$ cat src/rtl/alu_operand_loader.sv
`default_nettype none
// ============================================================================
// Module   : alu_operand_loader
// Purpose  : Input front end for the 3-bit ALU board build. A single raw,
//            active-low push-button and one switch field are turned into the
//            registered operand set A, B, S. The key is synchronized and
//            (optionally) debounced; each accepted press latches the switch
//            value into A, then B, then S. A fourth press after all three are
//            loaded starts a new entry by reloading A.
//
// Config   : `ALU_LOADER_DEBOUNCE_EN
//              defined   - debounce counter present; a key level change is
//                          accepted after DEB_CYCLES consecutive stable cycles.
//              undefined - the debounced level is the second synchronizer
//                          flop; DEB_CYCLES is ignored.
//
// Params   : WIDTH      - width of the switch field and of each operand.
//            DEB_CYCLES - stable cycles needed to accept a key change (>= 2).
//
// Ports    : clk      in   system clock (only clock)
//            rst_n    in   asynchronous active-low reset
//            sw_data  in   switch field, captured on each accepted press
//            btn_n    in   load key, active-low, raw/bouncy
//            clr_n    in   clear key, active-low, raw, level-sensitive
//            A        out  operand A register
//            B        out  operand B register
//            S        out  operation-select register
//            valid    out  high while A, B and S are all loaded (RDY)
//            stage    out  current state encoding (LED drive)
//            press    out  one-cycle pulse per accepted load press
//
// Revision : 1.0 - initial release
// ============================================================================
module alu_operand_loader #(
    parameter int WIDTH      = 3,
    parameter int DEB_CYCLES = 500000
) (
    input  logic             clk,
    input  logic             rst_n,
    input  logic [WIDTH-1:0] sw_data,
    input  logic             btn_n,
    input  logic             clr_n,
    output logic [WIDTH-1:0] A,
    output logic [WIDTH-1:0] B,
    output logic [WIDTH-1:0] S,
    output logic             valid,
    output logic [1:0]       stage,
    output logic             press
);

    // ------------------------------------------------------------------------
    // State encoding; the raw state value is what the stage LEDs display.
    // ------------------------------------------------------------------------
    localparam logic [1:0] c_LD_A = 2'd0;
    localparam logic [1:0] c_LD_B = 2'd1;
    localparam logic [1:0] c_LD_S = 2'd2;
    localparam logic [1:0] c_RDY  = 2'd3;

    // ------------------------------------------------------------------------
    // Two-flop synchronizers. Both reset to the released (high) level so a
    // reset never looks like a key press.
    // ------------------------------------------------------------------------
    logic [1:0] r_btn_sync;
    logic [1:0] r_clr_sync;
    logic       w_btn_s;
    logic       w_clr;

    always_ff @(posedge clk or negedge rst_n) begin
        if (!rst_n) begin
            r_btn_sync <= 2'b11;
            r_clr_sync <= 2'b11;
        end else begin
            r_btn_sync <= {r_btn_sync[0], btn_n};
            r_clr_sync <= {r_clr_sync[0], clr_n};
        end
    end

    assign w_btn_s = r_btn_sync[1];
    assign w_clr   = ~r_clr_sync[1];

    // ------------------------------------------------------------------------
    // Debounced key level (w_deb, active-low like the key itself).
    // ------------------------------------------------------------------------
    logic w_deb;

`ifdef ALU_LOADER_DEBOUNCE_EN
    localparam int                 c_CNT_W   = $clog2(DEB_CYCLES);
    localparam logic [c_CNT_W-1:0] c_CNT_MAX = c_CNT_W'(DEB_CYCLES - 1);

    logic [c_CNT_W-1:0] r_deb_cnt;
    logic               r_deb;

    // The counter measures how long the synchronized level has disagreed with
    // the accepted level. Any agreeing cycle restarts the measurement, so a
    // bounce shorter than DEB_CYCLES is discarded. The counter is cleared at
    // its terminal value, so it can never wrap.
    always_ff @(posedge clk or negedge rst_n) begin
        if (!rst_n) begin
            r_deb_cnt <= '0;
            r_deb     <= 1'b1;
        end else if (w_btn_s == r_deb) begin
            r_deb_cnt <= '0;
        end else if (r_deb_cnt == c_CNT_MAX) begin
            r_deb     <= w_btn_s;
            r_deb_cnt <= '0;
        end else begin
            r_deb_cnt <= r_deb_cnt + 1'b1;
        end
    end

    assign w_deb = r_deb;
`else
    assign w_deb = w_btn_s;
`endif

    // ------------------------------------------------------------------------
    // Press detection: a registered pulse on each falling edge of the
    // debounced level. Releases produce nothing, so a held key is one press.
    // ------------------------------------------------------------------------
    logic r_deb_d;
    logic r_press;

    always_ff @(posedge clk or negedge rst_n) begin
        if (!rst_n) begin
            r_deb_d <= 1'b1;
            r_press <= 1'b0;
        end else begin
            r_deb_d <= w_deb;
            r_press <= r_deb_d & ~w_deb;
        end
    end

    // ------------------------------------------------------------------------
    // Operand-entry FSM, next-state and register-load logic.
    // Clear has priority over a coincident press: nothing is loaded.
    // ------------------------------------------------------------------------
    logic [1:0]       r_state;
    logic [1:0]       w_state_nxt;
    logic [WIDTH-1:0] r_a;
    logic [WIDTH-1:0] r_b;
    logic [WIDTH-1:0] r_s;
    logic [WIDTH-1:0] w_a_nxt;
    logic [WIDTH-1:0] w_b_nxt;
    logic [WIDTH-1:0] w_s_nxt;
    logic             r_valid;

    always_comb begin
        w_state_nxt = r_state;
        w_a_nxt     = r_a;
        w_b_nxt     = r_b;
        w_s_nxt     = r_s;

        if (w_clr) begin
            w_state_nxt = c_LD_A;
            w_a_nxt     = '0;
            w_b_nxt     = '0;
            w_s_nxt     = '0;
        end else if (r_press) begin
            case (r_state)
                c_LD_A: begin
                    w_a_nxt     = sw_data;
                    w_state_nxt = c_LD_B;
                end
                c_LD_B: begin
                    w_b_nxt     = sw_data;
                    w_state_nxt = c_LD_S;
                end
                c_LD_S: begin
                    w_s_nxt     = sw_data;
                    w_state_nxt = c_RDY;
                end
                default: begin
                    // A press in RDY starts a new entry: reload A, keep B/S.
                    w_a_nxt     = sw_data;
                    w_state_nxt = c_LD_B;
                end
            endcase
        end
    end

    // valid is registered from the next state so it always equals
    // (state == RDY) without an extra cycle of lag.
    always_ff @(posedge clk or negedge rst_n) begin
        if (!rst_n) begin
            r_state <= c_LD_A;
            r_a     <= '0;
            r_b     <= '0;
            r_s     <= '0;
            r_valid <= 1'b0;
        end else begin
            r_state <= w_state_nxt;
            r_a     <= w_a_nxt;
            r_b     <= w_b_nxt;
            r_s     <= w_s_nxt;
            r_valid <= (w_state_nxt == c_RDY);
        end
    end

    assign A     = r_a;
    assign B     = r_b;
    assign S     = r_s;
    assign valid = r_valid;
    assign stage = r_state;
    assign press = r_press;

endmodule
`default_nettype wire

$ cat config.mk
export PLATFORM = sky130hd
export DESIGN_NAME = alu_operand_loader
export DESIGN_NICKNAME = d
export VERILOG_FILES = /design/src/rtl/alu_operand_loader.sv
export SDC_FILE = /design/constraint.sdc
export NUM_CORES = 1
export LEC_CHECK = 0
export CAP_MARGIN = 20
export CORE_AREA = 2 2 39 41
export CTS_CLUSTER_DIAMETER = 200
export DETAILED_ROUTE_END_ITERATION = 8
export DIE_AREA = 0 0 41 43
export DONT_BUFFER_PORTS = 1
export PLACE_DENSITY_LB_ADDON = 0.08
export SLEW_MARGIN = 20
export SYNTH_ARGS = -nofsm -noshare
export SYNTH_HDL_FRONTEND = slang
export SYNTH_SLANG_ARGS = --single-unit
export TNS_END_PERCENT = 10
$ cat constraint.sdc
create_clock -name clk -period 1.4 [get_ports clk]
set_clock_uncertainty 0.05 [all_clocks]
set_input_delay 0.28 -clock clk [delete_from_list [all_inputs] [get_ports clk]]
set_output_delay 0.28 -clock clk [all_outputs]
set_load 0.02 [all_outputs]
==> results.cfg, run 1 <==
[cts]
clock_latency_ns = 0.29
clock-sinks = 18
path_clk_slew_ns = 0.10
cts-root-buf = clkbuf_4
cts_tree = yes
postCtsSetupBuffers = 0
cts_buffers = 3
cts_max_path_buffers = 2
htree_levels = 1

[die]
initial_core_util_pct = 51.7
dieArea_mm2 = 0.00176
die_h_um = 43
coreArea_mm2 = 0.00138
num_rows = 14
die_x_um = 41
ioPinCount = 20

[logic_synthesis]
synth_cell_types = 13
yosys-top-cells-area = dfrtp_1, dfstp_2, mux2i_1
synth_top_area_share_pct = 45.5
synth.largest_area_cell = dfrtp_1
ys_ff_latch = 18
syn-cell-area_um2 = 716
yosys_warnings = 0
seq_area_frac_synth_pct = 63.8
synth_fp_nets = 66
syn_avg_cell_area_um2 = 12.8
synth_cells = 56

[sta]
rsz0062_at_grt = false
maxSlewHeadroom_pct = 48.8
timing.final.crit_share_pct = 90.3
tns_ns = 0
hold-worst-slack_ns = 0.154
hold_violations = 0
max_freq_mhz = 791
finalMaxSlewViolations = 0
finalSetupViolCount = 0
setup_ws_ns = 0.135
period_minus_slack_ns = 1.26
tightestPinTransition_ns = 0.766

[route]
drt-total-wl_mm = 1.27
ant_nets = 0
viasPerCell = 5.33
avgRoutedWirePerCell_um = 15.9
drtPass1Iterations = 4
drtIter0Drc = 4
drc = 0
routed-via-count = 426

[hold_path]
worstHoldStart = sw_data[2]
min_delay_path_depth = 2
whs_endpoint = B[2]
hold_path_class = in -> reg

[place]
port-buffer-count = 0
place_congestion = 0.706
pre_cts_ws_ns = 0.110
hpwl_um = 938

[critical_path]
rrSetupSlack_ns = 0.14
crit_path_max_fanout = 4
worstPathArrival_ns = 1.43
startpoint_type = flip-flop
rr_endpoint = A[2]
cp-end-kind = flip-flop
required_ns = 1.56
worstRegToRegCells = 4
r2r-start = stage[0]
worstSetupPathType = reg -> reg

[finish]
drive_gt1_share_pct = 18.8
final.fill_count = 123
area_growth_pct = 12.9
fin_nets = 75
final_core_utilization_pct = 58.4
diodes = 0

[global_route]
grt_max_degree = 19
antenna_found_initial = 0
gr-total-overflow = 0
grt_pass1_vias = 434
grtUsageTotal_pct = 17.4
grt_pass1_wl_mm = 1.98

[status]
outcome = complete, no violations

[pwr]
powerDensity_mw_per_mm2 = 1190
p_leak_uw = 0.000424
totalPowerFinal_uw = 964
ir_drop_mv = 0.801

[run]
maxCapViolations = 0
[worst max-delay path, cell delays in order (launching register included)]
cell     delay, ns
dfrtp_1       0.42
inv_1         0.06
ha_1          0.32
nand2_2       0.13
mux2i_1       0.20
[routing by layer]
metal  part of all wire [%]  global-route usage (%)  up-vias
met4                      0                    10.0        0
met5                      0                       0        -
met2                     50                    24.7       23
met3                    8.6                    3.66        0
met1                     42                    23.9      203
li1                       -                       -      200
[power breakdown]
part | internal (uW) | switching [uW] | total, uW
Sequential | 546 | 34.9 | 581
Clock | 158 | 154 | 313
Combinational | 31.3 | 39.1 | 70.3
[stage by stage]
stage | cell area (um2) | cells
after floorplan | 716 | 56
after global placement | 739 | 73
after detailed placement | 739 | 73
after CTS | 806 | 80
after global routing | 808 | 80
final | 808 | 80
[placed cells by master, fill, tap and decap left out]
cell | Yosys | routed
inv_1 | 2 | 2
o21ai_0 | 1 | 1
nand2_2 | 0 | 1
clkbuf_4 | 0 | 3
dfstp_2 | 5 | 5
o211a_1 | 1 | 1
ha_1 | 3 | 3
nand4bb_1 | 1 | 1
dfrtp_1 | 13 | 13
nand2_1 | 16 | 15
a21boi_1 | 1 | 1
clkbuf_8 | 0 | 1
dlygate4sd3_1 | 0 | 3
mux2i_1 | 9 | 9
nand2b_1 | 2 | 2
buf_4 | 0 | 2
nor2b_1 | 1 | 1
[Yosys cell counts (all sizes together)]
cell type / instances
nand2: 16
dfrtp: 13
mux2i: 9
dfstp: 5
ha: 3
inv: 2
nand2b: 2
a21boi: 1
buf: 1
nand4bb: 1
nor2b: 1
o211a: 1
o21ai: 1
[how the worst max path moves through the flow]
stage | startpoint | endpoint | slack, ns | cells after the start
2_1_floorplan | stage[0] | A[0] | 0.09 | 4
3_3_place_gp | stage[0] | A[2] | 0.19 | 4
3_5_place_dp | stage[0] | A[0] | 0.11 | 4
4_1_cts | stage[0] | A[2] | 0.08 | 4
5_1_grt | stage[0] | A[2] | 0.04 | 4
6_report | stage[0] | A[2] | 0.14 | 4
[state kept, by name, summed over array words and instances (netlist names)]
register,flops
A,3
B,3
S,3
press,1
r_btn_sync,2
r_clr_sync,2
r_deb_d,1
stage,2
valid,1
[cell type report]
| cell class | instances | area [um2] | area share, % |
|---|---|---|---|
| Sequential cell | 18 | 457 | 56.5 |
| Multi-Input combinational cell | 35 | 243 | 30.0 |
| Timing Repair Buffer | 5 | 45.0 | 5.57 |
| Clock buffer | 4 | 36.3 | 4.49 |
| Tap cell | 16 | 20.0 | 2.48 |
| Inverter | 2 | 7.51 | 0.929 |
[kinds of logic (layout without fill, tap and decap cells)]
| family | after synthesis | count (layout) | synth area share (%) |
|---|---|---|---|
| compound gates | 3 | 3 | 3.15 |
| simple gates | 20 | 20 | 12.6 |
| fa+ha+maj | 3 | 3 | 5.25 |
| mux | 9 | 9 | 12.6 |
| buf+inv | 3 | 11 | 2.62 |
| flops | 18 | 18 | 63.8 |
[what timing repair did]
item                       in CTS  in global routing
hold buffers                    3                  0
hold endpoints to repair       20                  0
setup endpoints to repair       0                  1
resized for setup               0                  1
No activity file was read; power rests on OpenSTA's default activity.
==> inputs of run 2 (changes only) <==
- CORE_AREA: 2 2 39 41 -> not set
- CORE_UTILIZATION: not set -> 48
- CTS_BUF_LIST: not set -> sky130_fd_sc_hd__clkbuf_8
- DIE_AREA: 0 0 41 43 -> not set
- DONT_BUFFER_PORTS: 1 -> not set
==> run 2 against run 1 <==
Effect of this change: utilization increased by 14 points; via count up 10%; die area fell by 6.4%; first-iteration DRC count up 100%; register-to-register slack about the same; sequential share of layout area down 9.6 points.
==> results.cfg, run 2 (synthesis results as in run 1) <==
[status]
outcome = complete, no violations

[route]
routed-via-count = 470
drt-total-wl_mm = 1.16
drtIter0Drc = 8
drtPass1Iterations = 4
drc = 0
viasPerCell = 4.90
ant_nets = 0
avgRoutedWirePerCell_um = 12.1

[sta]
max_freq_mhz = 744
maxSlewHeadroom_pct = 82.4
finalMaxSlewViolations = 0
hold_violations = 0
tightestPinTransition_ns = 0.263
tns_ns = 0
timing.final.crit_share_pct = 96.0
period_minus_slack_ns = 1.34
rsz0062_at_grt = false
finalSetupViolCount = 0
hold-worst-slack_ns = 0.308

[critical_path]
required_ns = 1.07
cp-end-kind = output pin
critPathBufInv = 1
rrSetupSlack_ns = 0.13
startpoint_type = flip-flop
crit_start = stage[1]
max_stage_delay_ns = 0.42
cpLargestDelayFamily = flip-flops
worstRegToRegCells = 3
worstSetupPathType = reg -> out
crit_end = stage[1]
path_cells = dlygate4sd2_1
cpMaxStageDelayCell = dfrtp_1
cp_num_cells = 1
rr_endpoint = A[1]
r2r-start = stage[1]
worstPathArrival_ns = 1.01
crit_path_max_fanout = 5

[die]
die_h_um = 40.6
die_x_um = 40.6
ioPinCount = 20
coreArea_mm2 = 0.00135
num_rows = 13
initial_core_util_pct = 53.0
dieArea_mm2 = 0.00165

[pwr]
switching_power_uw = 228
powerDensity_mw_per_mm2 = 1100
ir_drop_mv = 1.04
pwr-share-clk_pct = 37.3
p_sw_share_pct = 21.1
p_seq_share_pct = 52.4
intPower_uw = 849
p_comb_share_pct = 10.3
p_leak_uw = 0.000549

[cts]
htree_levels = 1
cts_tree = yes
cts_hold_buffers = 0
cts_buffers = 3
cts_max_path_buffers = 2
clock_latency_ns = 0.24
path_clk_slew_ns = 0.07
cts-root-buf = clkbuf_8
clock-sinks = 18

[finish]
drive_gt1_share_pct = 14.8
fin_cells = 96
fin_nets = 92
diodes = 0
area_growth_pct = 36.2
final_common_cell = nand2_1
final_cell_mix = nand2_1, dfrtp_1, dlygate4sd2_1

[place]
place_congestion = 0.685
dp.cells = 92
port-buffer-count = 19
hpwl_um = 877

[global_route]
antenna_found_initial = 0
gr-total-overflow = 0
grt_pass1_vias = 407
grt_pass1_wl_mm = 1.81
grtUsageTotal_pct = 17.3
grt_max_degree = 19

[hold_path]
hold_path_class = in -> async

[run]
maxCapViolations = 0
run 2: worst min-delay path by stage:
stage | end | slack, ns | depth (start not counted)
final | S[1] | 0.31 | 2
after global routing | r_btn_sync[1] | 0.31 | 0
after CTS | r_btn_sync[1] | 0.31 | 0
after detailed placement | r_btn_sync[1] | 0.30 | 0
after global placement | r_clr_sync[1] | 0.30 | 0
after floorplan | A[0] | -0.07 | 0
run 2: what timing repair did:
item	4_1_cts	5_1_grt
buffers inserted	0	0
setup endpoints to repair	13	0
hold endpoints to repair	0	0
gates resized for setup	13	0
run 2: layer usage:
layer / vias to the layer above / global-route usage (%) / wire (um)
met5: - / 0 / 0
met4: 0 / 5.00 / 0
met3: 0 / 4.89 / 48
met2: 14 / 25.4 / 492
met1: 224 / 25.0 / 623
li1: 232 / - / -
run 2: layout make-up:
class | count | area (um2)
inverter | 2 | 7.51
fill | 120 | 375
sequential | 18 | 457
multi-input combinational | 35 | 240
timing repair buffer | 22 | 196
clock buffer | 4 | 55.1
tap | 15 | 18.8
run 2: power by group through the flow:
stage	clock [uW]	combinational, uW	sequential (uW)
2_1_floorplan	0	38.7	587
3_3_place_gp	0	120	572
3_5_place_dp	0	122	573
4_1_cts	408	113	563
5_1_grt	435	122	566
6_report	402	111	563
run 2: stage by stage:
step	power, uW	setup slack (ns)	utilization [%]	area, um2
after floorplan	625	0.0932	-	716
after global placement	692	0.0825	69.3	936
after detailed placement	694	0.0407	69.3	936
after CTS	1080	0.0526	72.2	975
after global routing	1120	0.0119	72.2	975
final	1080	0.0555	72.2	975
